### config.mk
export PLATFORM = sky130hd
export DESIGN_NAME = apb_crc_master
export DESIGN_NICKNAME = d
export VERILOG_FILES = /design/src/rtl/apb_crc_master.sv
export SDC_FILE = /design/constraint.sdc
export NUM_CORES = 1
export LEC_CHECK = 0
export CAP_MARGIN = 20
export CORE_ASPECT_RATIO = 1.5
export CORE_MARGIN = 3
export CORE_UTILIZATION = 37
export DETAILED_ROUTE_END_ITERATION = 10
export HOLD_SLACK_MARGIN = 0.05
export PLACE_DENSITY = 0.87
export SETUP_SLACK_MARGIN = 0.1
export SLEW_MARGIN = 20
export SYNTH_ARGS = -nofsm -noshare
export SYNTH_HDL_FRONTEND = slang
export SYNTH_SLANG_ARGS = --single-unit
### constraint.sdc
create_clock -name p_clk_i -period 2.9 [get_ports p_clk_i]
set_input_delay 0.29 -clock p_clk_i [delete_from_list [all_inputs] [get_ports p_clk_i]]
set_output_delay 0.29 -clock p_clk_i [all_outputs]
set_load 0.03 [all_outputs]
### src/rtl/apb_crc_master.sv
// APB master feeding an APB CRC-8 peripheral: writes each stream byte to BASE_ADDR+0 and,
// after the byte flagged last, reads the CRC at BASE_ADDR+4. Optional macro: RDATA_OR_CAPTURE_EN.
module apb_crc_master #(
    parameter logic [31:0] BASE_ADDR = 32'h0000_0000,
    parameter int unsigned TIMEOUT   = 16,
    parameter int unsigned TO_W      = $clog2(TIMEOUT + 1)
) (
    input  logic        p_clk_i,
    input  logic        p_rstn_i,
    input  logic [7:0]  s_data_i,
    input  logic        s_valid_i,
    input  logic        s_last_i,
    output logic        s_ready_o,
    output logic [7:0]  crc_o,
    output logic        crc_valid_o,
    output logic        err_o,
    output logic [31:0] p_adr_o,
    output logic [31:0] p_dat_o,
    input  logic [31:0] p_dat_i,
    output logic        p_sel_o,
    output logic        p_enable_o,
    output logic        p_we_o,
    input  logic        p_ready_i,
    input  logic        p_slverr_i
);

    typedef enum logic [2:0] {
        IDLE,
        WSETUP,
        WACCESS,
        RSETUP,
        RACCESS,
        DONE,
        ERR
    } state_e;

    localparam logic [TO_W-1:0] TO_LAST = TO_W'(TIMEOUT - 1);

    state_e          state_q, state_d;
    logic [TO_W-1:0] to_q, to_d;
    logic            last_q, last_d;
    logic [7:0]      crc_q, crc_d;
    logic            crc_valid_q, crc_valid_d;
    logic            err_q, err_d;
    logic            s_ready_q, s_ready_d;
    logic [31:0]     adr_q, adr_d;
    logic [31:0]     dat_q, dat_d;
    logic            sel_q, sel_d;
    logic            en_q, en_d;
    logic            we_q, we_d;
    logic [7:0]      rcap;
    logic            timed_out;

`ifdef RDATA_OR_CAPTURE_EN
    logic [7:0]      rdata_q, rdata_d;
`endif

    // Only the low byte of the read word carries the CRC.
    logic unused_rdata_hi;
    assign unused_rdata_hi = ^p_dat_i[31:8];

    always_comb begin
        // NOTE: every signal written here gets a default first, so no path can infer a latch.
        state_d = state_q;
        to_d    = to_q;
        last_d  = last_q;
        crc_d   = crc_q;
        adr_d   = adr_q;
        dat_d   = dat_q;
        we_d    = we_q;
`ifdef RDATA_OR_CAPTURE_EN
        rdata_d = rdata_q;
        rcap    = rdata_q | p_dat_i[7:0];
`else
        rcap    = p_dat_i[7:0];
`endif
        timed_out = (to_q == TO_LAST);

        unique case (state_q)
            IDLE: begin
                if (s_valid_i && s_ready_q) begin
                    state_d = WSETUP;
                    last_d  = s_last_i;
                    adr_d   = BASE_ADDR;
                    dat_d   = {24'h0, s_data_i};
                    we_d    = 1'b1;
                end
            end
            WSETUP: begin
                state_d = WACCESS;
                to_d    = '0;
            end
            WACCESS: begin
                // A ready in the final allowed cycle still completes the transfer.
                if (p_ready_i) begin
                    if (p_slverr_i) begin
                        state_d = ERR;
                    end else if (last_q) begin
                        state_d = RSETUP;
                        adr_d   = BASE_ADDR + 32'd4;
                        dat_d   = 32'h0;
                        we_d    = 1'b0;
                    end else begin
                        state_d = IDLE;
                    end
                end else if (timed_out) begin
                    state_d = ERR;
                end else begin
                    to_d = to_q + 1'b1;
                end
            end
            RSETUP: begin
                state_d = RACCESS;
                to_d    = '0;
`ifdef RDATA_OR_CAPTURE_EN
                rdata_d = 8'h0;
`endif
            end
            RACCESS: begin
`ifdef RDATA_OR_CAPTURE_EN
                rdata_d = rcap;
`endif
                if (p_ready_i) begin
                    if (p_slverr_i) begin
                        state_d = ERR;
                    end else begin
                        state_d = DONE;
                        crc_d   = rcap;
                    end
                end else if (timed_out) begin
                    state_d = ERR;
                end else begin
                    to_d = to_q + 1'b1;
                end
            end
            DONE:    state_d = IDLE;
            ERR:     state_d = IDLE;
            default: state_d = IDLE;
        endcase

        // Outputs are registered from the next state so they line up with state_q.
        sel_d       = (state_d inside {WSETUP, WACCESS, RSETUP, RACCESS});
        en_d        = (state_d inside {WACCESS, RACCESS});
        s_ready_d   = (state_d == IDLE);
        crc_valid_d = (state_d == DONE);
        err_d       = (state_d == ERR);
    end

    always_ff @(posedge p_clk_i or negedge p_rstn_i) begin
        if (!p_rstn_i) begin
            state_q     <= IDLE;
            to_q        <= '0;
            last_q      <= 1'b0;
            crc_q       <= 8'h0;
            crc_valid_q <= 1'b0;
            err_q       <= 1'b0;
            s_ready_q   <= 1'b0;
            adr_q       <= 32'h0;
            dat_q       <= 32'h0;
            sel_q       <= 1'b0;
            en_q        <= 1'b0;
            we_q        <= 1'b0;
`ifdef RDATA_OR_CAPTURE_EN
            rdata_q     <= 8'h0;
`endif
        end else begin
            // NOTE: non-blocking assignments keep every register reading pre-edge values.
            state_q     <= state_d;
            to_q        <= to_d;
            last_q      <= last_d;
            crc_q       <= crc_d;
            crc_valid_q <= crc_valid_d;
            err_q       <= err_d;
            s_ready_q   <= s_ready_d;
            adr_q       <= adr_d;
            dat_q       <= dat_d;
            sel_q       <= sel_d;
            en_q        <= en_d;
            we_q        <= we_d;
`ifdef RDATA_OR_CAPTURE_EN
            rdata_q     <= rdata_d;
`endif
        end
    end

    assign s_ready_o   = s_ready_q;
    assign crc_o       = crc_q;
    assign crc_valid_o = crc_valid_q;
    assign err_o       = err_q;
    assign p_adr_o     = adr_q;
    assign p_dat_o     = dat_q;
    assign p_sel_o     = sel_q;
    assign p_enable_o  = en_q;
    assign p_we_o      = we_q;

    // Protocol invariants of the master side.
    a_enable_needs_sel: assert property (@(posedge p_clk_i) disable iff (!p_rstn_i)
        p_enable_o |-> p_sel_o);
    a_setup_then_access: assert property (@(posedge p_clk_i) disable iff (!p_rstn_i)
        (p_sel_o && !p_enable_o) |=> p_enable_o);
    a_access_stable: assert property (@(posedge p_clk_i) disable iff (!p_rstn_i)
        (p_sel_o && p_enable_o && !p_ready_i) |=>
            ($stable(p_adr_o) && $stable(p_dat_o) && $stable(p_we_o)));
    a_strobes_exclusive: assert property (@(posedge p_clk_i) disable iff (!p_rstn_i)
        !(crc_valid_o && err_o));
    a_crc_one_cycle: assert property (@(posedge p_clk_i) disable iff (!p_rstn_i)
        crc_valid_o |=> !crc_valid_o);
    a_err_one_cycle: assert property (@(posedge p_clk_i) disable iff (!p_rstn_i)
        err_o |=> !err_o);

endmodule
==> metrics.csv, run 1 <==
stage,metric,value,unit
timing,clock skew,0.006071,ns
worst_setup_path,"slowest stage delay, CP",0.42,ns
pwr,Sw Pwr,1.189,mW
grt,GRT Total Usage,13.49,%
timing,Hold Slack,0.4044,ns
routing,drt drc,0,
worst_setup_path,Most common cell on crit path,ha_1,
place,PortBufs,44,
worst_setup_path,worst endpoint data arrival time,2.57,ns
floorplanning,I/O Pins,124,
floorplanning,core area,5205,um2
pwr,Combinational Power Share,54.7,%
finish,fin cells,326,
yosys,Syn Inst Count,211,
finish,layout cells sized above 1,8.140,%
timing,final hold violations,0,
cts,PostCTS Resize Cnt,0,
pwr,maximum VDD drop,0.4508,mV
finish,number of diodes,0,
cts,htree depth,2,
routing,total number of vias,1486,
cts,CTS sink cnt,32,
finish,final instance area,2409,um2
place,DP Worst Slack,0.2407,ns
pwr,Pleak,1.143,nW
yosys,synthesized area per cell,9.547,um2
floorplanning,die area,6384,um2
finish,fin util,46.27,%
pwr,internal power,1.470,mW
worst_setup_path,RR Startpoint,to_q[0]$_DFFE_PN0P_,
worst_setup_path,critical path peak fanout,19,
worst_setup_path,CP top delay family,compound AO/OA/AOI/OAI gates,
worst_setup_path,internal reg-to-reg setup slack,0.49,ns
place,post-DP HPWL,3045,um
finish,Nets,305,
routing,drt wl/cell,12.46,um
cts,post-CTS setup buffers,0,
worst_setup_path,Critical Path Slowest Stage Cell,dfrtp_1,
finish,Filler Cells Inserted,514,
timing,final setup violation count,0,
grt,vias in the first global route,1390,
timing,final setup margin,0.4857,ns
yosys,register bit total from synthesis,32,
timing,Final Max Tran Viols,0,
routing,WL final,4061,um
timing,Worst-Margin Slew,0.7463,ns
floorplanning,Die X-Extent,66.25,um
place,routability cong.,0.8321,
routing,ANT nets after route,0,
yosys,distinct cell type count after synthesis,48,
cts,CTS max path bufs,2,
worst_setup_path,Critical Path RT,3.05,ns
floorplanning,# rows,32,
worst_setup_path,crit end category,flip-flop,
pwr,PD cells,1104,nW/um2
cts,hold_buf cts,0,
yosys,synthesized area,2014,um2
grt,initial antenna violation count,0,
yosys,Synthesis Warnings,0,
grt,largest net degree at the start of global routing,33,
pwr,Total Power,2.659,mW
yosys,Post-synth ARST share,100.0,%
cts,CTS tree,built,
hold_path,Hold WC Path Type,in -> async,
timing,fmax,414.2,MHz
worst_setup_path,buffers plus inverters on the worst setup path,0,
routing,initial DRC count,81,
timing,RSZ-0062 raised after global routing,no,
run,Maximum Capacitance Violations,0,
status,outcome,completed,
pwr,clock power share,15.8,%
place,cell area after placement,2291,um2
floorplanning,Starting Density,38.70,%
worst_setup_path,Startpoint Class,flip-flop,
cts,"Reg clk slew, reported paths",0.07,ns
yosys,sequential area share after synthesis,39.75,%
routing,DR pass1 iterations,5,
yosys,number of synthesized flops with an enable pin,0,
timing,final setup TNS,0,ns
yosys,Main synth FF type,dfrtp_1,
grt,global route total overflow,0,
worst_setup_path,r2r worst-path depth,8,
timing,fin crit period,2.414,ns
place,placed insts,318,
floorplanning,die height,96.37,um
cts,clk_lat worst skew,0.28,ns
grt,first-pass GRT wire length,6555,um
finish,Syn-to-layout area delta,19.57,%
worst_setup_path,CP cell instances,ha_1 > and3_1 > ha_1 > mux2i_1 > o311ai_4 > nor2b_1 > a2111oi_0 > nand3_1,
timing,fin crit share,83.25,%
routing,via/cell ratio,4.558,
timing,Max-Slew Margin vs Limit,50.13,%
pwr,switching fraction of total power,44.72,%
worst_setup_path,reg-to-reg endpoint,to_q[3]$_DFFE_PN0P_,
cts,Inserted Clock Buffers,5,
worst_setup_path,Worst Setup Path Type,reg -> reg,
pwr,Reg power frac,29.5,%
cts,CTS root buf,clkbuf_8,
==> worst max path at each step <==
stage / cells past startpoint / end / startpoint
6_report: 8 / to_q[3]$_DFFE_PN0P_ / to_q[0]$_DFFE_PN0P_
4_1_cts: 8 / to_q[3]$_DFFE_PN0P_ / to_q[0]$_DFFE_PN0P_
3_3_place_gp: 8 / to_q[3]$_DFFE_PN0P_ / to_q[0]$_DFFE_PN0P_
2_1_floorplan: 9 / to_q[0]$_DFFE_PN0P_ / to_q[0]$_DFFE_PN0P_
3_5_place_dp: 7 / to_q[0]$_DFFE_PN0P_ / to_q[0]$_DFFE_PN0P_
5_1_grt: 8 / to_q[3]$_DFFE_PN0P_ / to_q[0]$_DFFE_PN0P_
==> Yosys cell counts (2+ instances only) <==
cell,instances,area (um2)
a221oi_1,3,26.28
a22o_1,8,70.07
a311oi_1,6,52.55
and2_1,6,37.54
and2b_2,2,17.52
and3_1,2,12.51
buf_2,2,10.01
buf_4,55,412.9
dfrtp_1,32,800.8
ha_1,2,25.02
inv_1,6,22.52
nand2_1,33,123.9
nand3_1,4,20.02
nand3b_1,3,22.52
nor2_1,7,26.28
nor2b_1,2,12.51
o21ai_0,3,15.01
o21ai_1,2,10.01
or2b_2,2,17.52
xnor2_1,3,26.28
==> power by group through the flow <==
stage	logic (mW)	clock network, mW	registers, mW
floorplan	0.826	0	1.03
global placement	1.42	0	0.778
detailed placement	1.45	0	0.787
CTS	1.45	0.430	0.784
global route	1.57	0.455	0.811
finish	1.45	0.420	0.785
==> placed cells by master (no fill, tap or decap), drive strengths merged, types with 6 or more instances in the layout <==
master         synthesis  layout
a22o                   8       8
a311oi                 6       6
and2                   6       6
clkbuf                 2       6
clkdlybuf4s50          0      44
conb                   1      55
dfrtp                 32      32
inv                    6       6
nand2                 33      33
nor2                   7       7
==> area by class of cell <==
cell class                 count  area (um2)  area share (%)
clock buffer                   6       72.57           3.013
clock inverter                 2       35.03           1.455
inverter                       9       40.04           1.662
multi-input combinational    163       919.6           38.18
sequential                    32       800.8           33.25
tap                           68       85.08           3.532
timing repair buffer          46       455.4           18.91
==> sequential cells by signal, indices dropped and copies added, names as in the netlist <==
name	cells
p_we_o	1
last_q	1
to_q	5
s_ready_o	1
p_adr_o	1
p_sel_o	1
crc_valid_o	1
crc_o	8
state_q	3
err_o	1
p_enable_o	1
p_dat_o	8
==> kinds of logic (layout without fill, tap and decap cells) <==
group,count (synthesis),after routing,share of synthesized area [%]
simple gates,72,72,19.19
buf+inv,70,63,25.15
flops,32,32,39.75
compound gates,29,29,12.24
xor+xnor,4,4,1.739
fa+ha+maj,2,2,1.242
other cells,1,55,0.1862
mux,1,1,0.4969
==> worst register-to-register path: cells and delay by family, from the launching register on <==
family | cells | cell delay, ns
adder cells (fa/ha/maj) | 2 | 0.45
multiplexers | 1 | 0.23
AND/OR/NAND/NOR | 3 | 0.54
flip-flops | 1 | 0.42
AO/OA/AOI/OAI | 2 | 0.63
==> per-layer routing <==
metal | routed length [um] | global-route usage, % | vias up
met5 | 0 | 0 | -
met4 | 129 | 7.627 | 0
met3 | 355 | 3.009 | 9
met2 | 2111 | 23.70 | 84
met1 | 1464 | 14.74 | 695
li1 | - | - | 698
Power figures use the tool's default switching activity.
==> run 2: changes to the inputs <==
==> constraint.sdc (replaced) <==
create_clock -name p_clk_i -period 2.3 [get_ports p_clk_i]
set_input_delay 0.23 -clock p_clk_i [delete_from_list [all_inputs] [get_ports p_clk_i]]
set_output_delay 0.23 -clock p_clk_i [all_outputs]
set_load 0.03 [all_outputs]
==> run 2 against run 1 <==
Compared with the run above: sequential cell count unchanged; final cell count grew 5.5%; global-route usage up 1.1 points; clock skew grew 0.0043 ns; worst hold slack worse by 0.068 ns; register-to-register slack got worse by 0.30 ns; worst setup slack got worse by 0.30 ns; total power rose by 38%; first-iteration DRC count decreased by 22%; via count up 5.7%; fmax increased by 14%; critical endpoint is now to_q[2]$_DFFE_PN0P_; largest cell class unchanged.
==> metrics.csv, run 2 (same netlist as run 1, synthesis figures left out) <==
stage,metric,value,unit,change
place,post-DP HPWL,3234,um,+6.2%
place,PortBufs,44,,unchanged
worst_setup_path,crit end category,flip-flop,,
worst_setup_path,CP cell instances,ha_2 > and3_4 > ha_4 > mux2i_4 > o311ai_4 > buf_6 > or2b_2 > o211ai_1,,
cts,CTS root buf,clkbuf_8,,
grt,global route total overflow,0,,unchanged
floorplanning,die height,96.37,um,unchanged
timing,clock skew,0.01032,ns,+0.004253 ns
worst_setup_path,"slowest stage delay, CP",0.43,ns,about the same
timing,fin crit share,91.75,%,+8.5 points
run,Maximum Capacitance Violations,0,,unchanged
worst_setup_path,r2r worst-path depth,8,,unchanged
worst_setup_path,critical path peak fanout,8,,-11
place,cell area after placement,2396,um2,+4.6%
routing,initial DRC count,63,,-22%
worst_setup_path,Startpoint Class,flip-flop,,
timing,Worst-Margin Slew,0.5452,ns,-0.2011 ns
finish,number of diodes,0,,unchanged
floorplanning,# rows,32,,unchanged
cts,clk_lat worst skew,0.29,ns,about the same
finish,"commonest non-fill, non-tap cell in the layout",conb_1,,
cts,hold_buf cts,0,,unchanged
cts,htree depth,2,,unchanged
pwr,PD cells,1394,nW/um2,+26%
finish,final instance area,2625,um2,+9.0%
routing,WL final,4473,um,+10%
worst_setup_path,WP depth,8,,unchanged
cts,CTS max path bufs,2,,unchanged
grt,GRT Total Usage,14.60,%,+1.1 points
worst_setup_path,worst endpoint data arrival time,2.31,ns,-0.26 ns
grt,first-pass GRT wire length,7086,um,+8.1%
pwr,maximum VDD drop,0.5769,mV,+28%
floorplanning,Die X-Extent,66.25,um,unchanged
timing,fin crit period,2.110,ns,-0.3041 ns
floorplanning,I/O Pins,124,,unchanged
worst_setup_path,Worst Setup Path Type,reg -> reg,,
status,outcome,completed,,
finish,layout cells sized above 1,18.12,%,+10 points
floorplanning,core area,5205,um2,unchanged
place,placed insts,332,,+4.4%
cts,"Reg clk slew, reported paths",0.07,ns,about the same
routing,drt wl/cell,13.00,um,+4.4%
timing,final hold violations,0,,unchanged
routing,drt drc,0,,unchanged
grt,vias in the first global route,1497,,+7.7%
worst_setup_path,Critical Path RT,2.50,ns,-0.55 ns
grt,largest net degree at the start of global routing,33,,unchanged
place,routability cong.,0.8550,,+2.8%
cts,Inserted Clock Buffers,5,,unchanged
finish,Nets,323,,+5.9%
routing,via/cell ratio,4.567,,+0.19%
timing,final setup margin,0.1898,ns,-0.2959 ns
finish,fin cells,344,,+5.5%
timing,final setup violation count,0,,unchanged
worst_setup_path,Critical Path Slowest Stage Cell,o311ai_4,,
finish,Syn-to-layout area delta,30.31,%,
routing,total number of vias,1571,,+5.7%
cts,CTS tree,built,,
pwr,Pleak,1.234,nW,+7.9%
timing,RSZ-0062 raised after global routing,no,,
timing,fmax,473.9,MHz,+14%
floorplanning,die area,6384,um2,unchanged
finish,most frequent cells in the layout,"55 x conb_1, 44 x clkdlybuf4s50_1, 33 x nand2_1, 30 x dfrtp_1, 18 x buf_4",,
timing,Max-Slew Margin vs Limit,63.52,%,+13 points
routing,ANT nets after route,0,,unchanged
cts,CTS sink cnt,32,,unchanged
finish,Filler Cells Inserted,497,,-3.3%
routing,DR pass1 iterations,6,,+1
worst_setup_path,internal reg-to-reg setup slack,0.19,ns,-0.30 ns
worst_setup_path,buffers plus inverters on the worst setup path,1,,+1
worst_setup_path,CP top delay family,compound AO/OA/AOI/OAI gates,,
timing,Final Max Tran Viols,0,,unchanged
floorplanning,Starting Density,38.70,%,unchanged
grt,initial antenna violation count,0,,unchanged
place,DP Worst Slack,-0.3164,ns,-0.5571 ns
hold_path,Hold WC Path Type,in -> async,,
==> run 2: cell count changes in the layout (fill, tap and decap cells not counted), sizes merged <==
cell and delta:
buf +18, clkinv -1, inv +1
==> run 2: final cells by class <==
| class | instances | area, um2 | area share [%] |
|---|---|---|---|
| multi-input cells | 163 | 988.4 | 37.65 |
| flip-flops and latches | 32 | 803.3 | 30.60 |
| repair buffers | 64 | 598.1 | 22.78 |
| well taps | 68 | 85.08 | 3.241 |
| clock buffers | 6 | 72.57 | 2.765 |
| inverters | 9 | 42.54 | 1.621 |
| clock inverters | 2 | 35.03 | 1.335 |
==> run 2: path summary, 6_finish.rpt <==
path                                 startpoint              endpoint
max in group asynchronous              p_rstn_i  state_q[2]$_DFF_PN0_
min in group p_clk_i                 p_dat_i[4]  crc_o[4]$_DFFE_PN0P_
setup / recovery            to_q[1]$_DFFE_PN0P_   to_q[2]$_DFFE_PN0P_
hold reg to reg            crc_o[1]$_DFFE_PN0P_  crc_o[1]$_DFFE_PN0P_
setup reg to reg            to_q[1]$_DFFE_PN0P_   to_q[2]$_DFFE_PN0P_
hold / removal                         p_rstn_i   to_q[1]$_DFFE_PN0P_
==> run 2: metal layers <==
| metal | vias up | GRT usage (%) | part of all wire (%) |
|---|---|---|---|
| met3 | 15 | 3.009 | 8.9 |
| met5 | - | 0 | 0 |
| li1 | 730 | - | - |
| met2 | 92 | 25.10 | 52 |
| met1 | 734 | 16.14 | 35 |
| met4 | 0 | 9.322 | 4.2 |
==> run 2: report_power, final <==
part           total (mW)  leakage [nW]  internal [mW]  switching [mW]
Combinational        2.15         0.781          0.899            1.25
Sequential          0.978         0.398          0.810           0.168
Clock               0.535        0.0552          0.321           0.213
Total                3.66          1.23           2.03            1.63
==> run 2: metrics by stage <==
| stage | hold WS [ns] | utilization [%] | power (mW) | TNS (ns) |
|---|---|---|---|---|
| detailed placement | 0.4630 | 46.03 | 2.923 | -0.8769 |
| global route | 0.4021 | 50.43 | 3.885 | 0 |
| finish | 0.3367 | 50.43 | 3.659 | 0 |
| CTS | 0.3637 | 49.35 | 3.596 | 0 |
| global placement | 0.4588 | 46.03 | 2.863 | -0.5503 |
| floorplan | -0.06559 | - | 2.337 | 0 |
==> run 2: worst register-to-register path, stage by stage (launching register included) <==
cell and delay, ns:
dfrtp_1 0.37, ha_2 0.20, and3_4 0.20, ha_4 0.15, mux2i_4 0.07, o311ai_4 0.43, buf_6 0.17, or2b_2 0.28
o211ai_1 0.17
==> run 2: what timing repair did <==
action                                  CTS  global route
endpoints found under the setup margin    9             5
buffers inserted                          4             0
pin swaps                                 1             2
resized for setup                        10            11
==> run 3: changes to the inputs <==
--- a/config.mk
+++ b/config.mk
@@ -12,7 +12,7 @@
 export DETAILED_ROUTE_END_ITERATION = 10
 export HOLD_SLACK_MARGIN = 0.05
 export PLACE_DENSITY = 0.87
-export SETUP_SLACK_MARGIN = 0.1
+export SETUP_SLACK_MARGIN = 0.5
 export SLEW_MARGIN = 20
 export SYNTH_ARGS = -nofsm -noshare
 export SYNTH_HDL_FRONTEND = slang
==> run 3 against run 2 <==
Compared with the run above: non-clock buffer count rose by 1; final cell count rose by 0.29%; final area rose by 0.76%.
==> metrics.csv, run 3 (same netlist as run 1, synthesis figures left out) <==
stage,metric,value,unit,change
pwr,clock power share,14.1,%,-0.5 points
routing,WL final,4743,um,+6.0%
timing,Max-Slew Margin vs Limit,64.96,%,+1.4 points
pwr,PD cells,1435,nW/um2,+3.0%
pwr,internal power,2.094,mW,+3.1%
floorplanning,Die X-Extent,66.25,um,unchanged
timing,final setup violation count,0,,unchanged
cts,Inserted Clock Buffers,5,,unchanged
hold_path,Hold WC Path Type,in -> async,,
routing,drt wl/cell,13.75,um,+5.7%
routing,initial DRC count,33,,-48%
worst_setup_path,r2r worst-path depth,9,,+1
routing,drt drc,0,,unchanged
place,PortBufs,44,,unchanged
cts,clk_lat worst skew,0.29,ns,about the same
pwr,Total Power,3.797,mW,+3.8%
status,outcome,completed,,
floorplanning,die area,6384,um2,unchanged
grt,initial antenna violation count,0,,unchanged
worst_setup_path,reg-to-reg endpoint,to_q[3]$_DFFE_PN0P_,,
timing,fmax,478.9,MHz,+1.1%
timing,fin crit period,2.088,ns,-0.02193 ns
routing,DR pass1 iterations,4,,-2
worst_setup_path,crit end category,flip-flop,,
timing,fin crit share,90.79,%,-0.95 points
timing,final hold violations,0,,unchanged
floorplanning,Starting Density,38.70,%,unchanged
timing,Worst-Margin Slew,0.5237,ns,-0.02152 ns
worst_setup_path,Worst Setup Path Type,reg -> reg,,
finish,number of diodes,0,,unchanged
routing,total number of vias,1625,,+3.4%
worst_setup_path,worst endpoint data arrival time,2.24,ns,-0.07 ns
pwr,Sw Pwr,1.703,mW,+4.6%
run,Maximum Capacitance Violations,0,,unchanged
floorplanning,core area,5205,um2,unchanged
worst_setup_path,Setup crit start,to_q[0]$_DFFE_PN0P_,,
place,routability cong.,0.8538,,-0.14%
finish,most frequent cells in the layout,"55 x conb_1, 44 x clkdlybuf4s50_1, 32 x nand2_1, 31 x dfrtp_1, 20 x buf_4",,
floorplanning,I/O Pins,124,,unchanged
worst_setup_path,critical path peak fanout,6,,-2
pwr,maximum VDD drop,0.5488,mV,-4.9%
cts,CTS tree,built,,
timing,final setup TNS,0,ns,unchanged
timing,Final Max Tran Viols,0,,unchanged
finish,"commonest non-fill, non-tap cell in the layout",conb_1,,
pwr,Pleak,1.245,nW,+0.90%
routing,ANT nets after route,0,,unchanged
timing,RSZ-0062 raised after global routing,yes,,
floorplanning,die height,96.37,um,unchanged
worst_setup_path,RR Startpoint,to_q[0]$_DFFE_PN0P_,,
pwr,switching fraction of total power,44.85,%,+0.35 points
cts,CTS sink cnt,32,,unchanged
grt,largest net degree at the start of global routing,33,,unchanged
grt,first-pass GRT wire length,7162,um,+1.1%
timing,clock skew,0.005985,ns,-0.004340 ns
worst_setup_path,Worst setup endpoint,to_q[3]$_DFFE_PN0P_,,
finish,Syn-to-layout area delta,31.30,%,
worst_setup_path,Startpoint Class,flip-flop,,
pwr,Combinational Power Share,60.1,%,+1.4 points
routing,via/cell ratio,4.710,,+3.1%
cts,CTS root buf,clkbuf_8,,
floorplanning,# rows,32,,unchanged
grt,vias in the first global route,1502,,+0.33%
finish,Nets,324,,+0.31%
grt,GRT Total Usage,14.93,%,+0.33 points
place,post-DP HPWL,3272,um,+1.2%
pwr,Reg power frac,25.8,%,-0.9 points
worst_setup_path,Critical Path RT,2.46,ns,-0.04 ns
finish,layout cells sized above 1,19.13,%,+1.0 points
worst_setup_path,internal reg-to-reg setup slack,0.21,ns,+0.02 ns
cts,CTS max path bufs,2,,unchanged
cts,"Reg clk slew, reported paths",0.07,ns,about the same
grt,global route total overflow,0,,unchanged
cts,htree depth,2,,unchanged
==> run 3: critical path, cell delays in order, from the launching register on <==
cell and delay (ns):
dfrtp_1 0.37, ha_2 0.19, and3_4 0.19, ha_4 0.15, mux2i_4 0.07, o311ai_4 0.36, buf_4 0.20, a311oi_2 0.05
a2111oi_4 0.23, nand3_1 0.14
==> run 3: power groups by stage <==
| stage | clock, mW | sequential, mW | combinational [mW] |
|---|---|---|---|
| 2_1_floorplan | 0 | 1.30 | 1.09 |
| 3_3_place_gp | 0 | 0.969 | 1.94 |
| 3_5_place_dp | 0 | 0.982 | 2.00 |
| 4_1_cts | 0.542 | 0.979 | 2.20 |
| 5_1_grt | 0.564 | 1.02 | 2.43 |
| 6_report | 0.534 | 0.981 | 2.28 |
==> run 3: worst min path at each step <==
| stage | start | end | slack [ns] | depth (start not counted) |
|---|---|---|---|---|
| finish | p_rstn_i | to_q[4]$_DFFE_PN0P_ | 0.34 | 2 |
| global route | p_rstn_i | to_q[2]$_DFFE_PN0P_ | 0.38 | 2 |
| CTS | p_rstn_i | crc_o[0]$_DFFE_PN0P_ | 0.36 | 2 |
| detailed placement | crc_o[0]$_DFFE_PN0P_ | crc_o[0]$_DFFE_PN0P_ | 0.47 | 2 |
| global placement | crc_o[3]$_DFFE_PN0P_ | crc_o[3]$_DFFE_PN0P_ | 0.46 | 2 |
| floorplan | p_rstn_i | crc_o[0]$_DFFE_PN0P_ | -0.07 | 0 |
==> run 3: routing by layer <==
layer	track usage [%]	share of wire [%]	vias to the layer above
li1	-	-	734
met1	15.74	35	783
met2	28.09	55	95
met3	2.546	7.7	13
met4	7.119	2.6	0
met5	0	0	-
==> run 3: repair_timing <==
| item | in CTS | in global routing |
|---|---|---|
| cloned | 1 | 0 |
| endpoints found under the setup margin | 10 | 12 |
| hold buffers | 0 | 0 |
| resized for setup | 11 | 4 |
| setup buffers | 7 | 2 |
| pin swaps | 8 | 2 |
| endpoints found under the hold margin | 0 | 0 |
==> run 3: final cells by class <==
| class | instances | area, um2 |
|---|---|---|
| clock inverters | 2 | 35.03 |
| fillers | 482 | 2560 |
| inverters | 9 | 40.04 |
| well taps | 68 | 85.08 |
| multi-input cells | 163 | 1008 |
| flip-flops and latches | 32 | 802.0 |
| clock buffers | 6 | 72.57 |
| repair buffers | 65 | 601.8 |
==> run 3: stage by stage <==
| stage | hold slack, ns | instance area, um2 | worst slack, ns | cells | utilization (%) |
|---|---|---|---|---|---|
| 5_1_grt | 0.3842 | 2645 | 0.1771 | 345 | 50.82 |
| 6_report | 0.3356 | 2645 | 0.2118 | 345 | 50.82 |
| 4_1_cts | 0.3610 | 2613 | 0.2690 | 343 | 50.19 |
| 2_1_floorplan | -0.06559 | 2260 | 0.2961 | 265 | - |
| 3_3_place_gp | 0.4605 | 2395 | 0.1147 | 327 | 46.01 |
| 3_5_place_dp | 0.4665 | 2395 | -0.04647 | 327 | 46.01 |
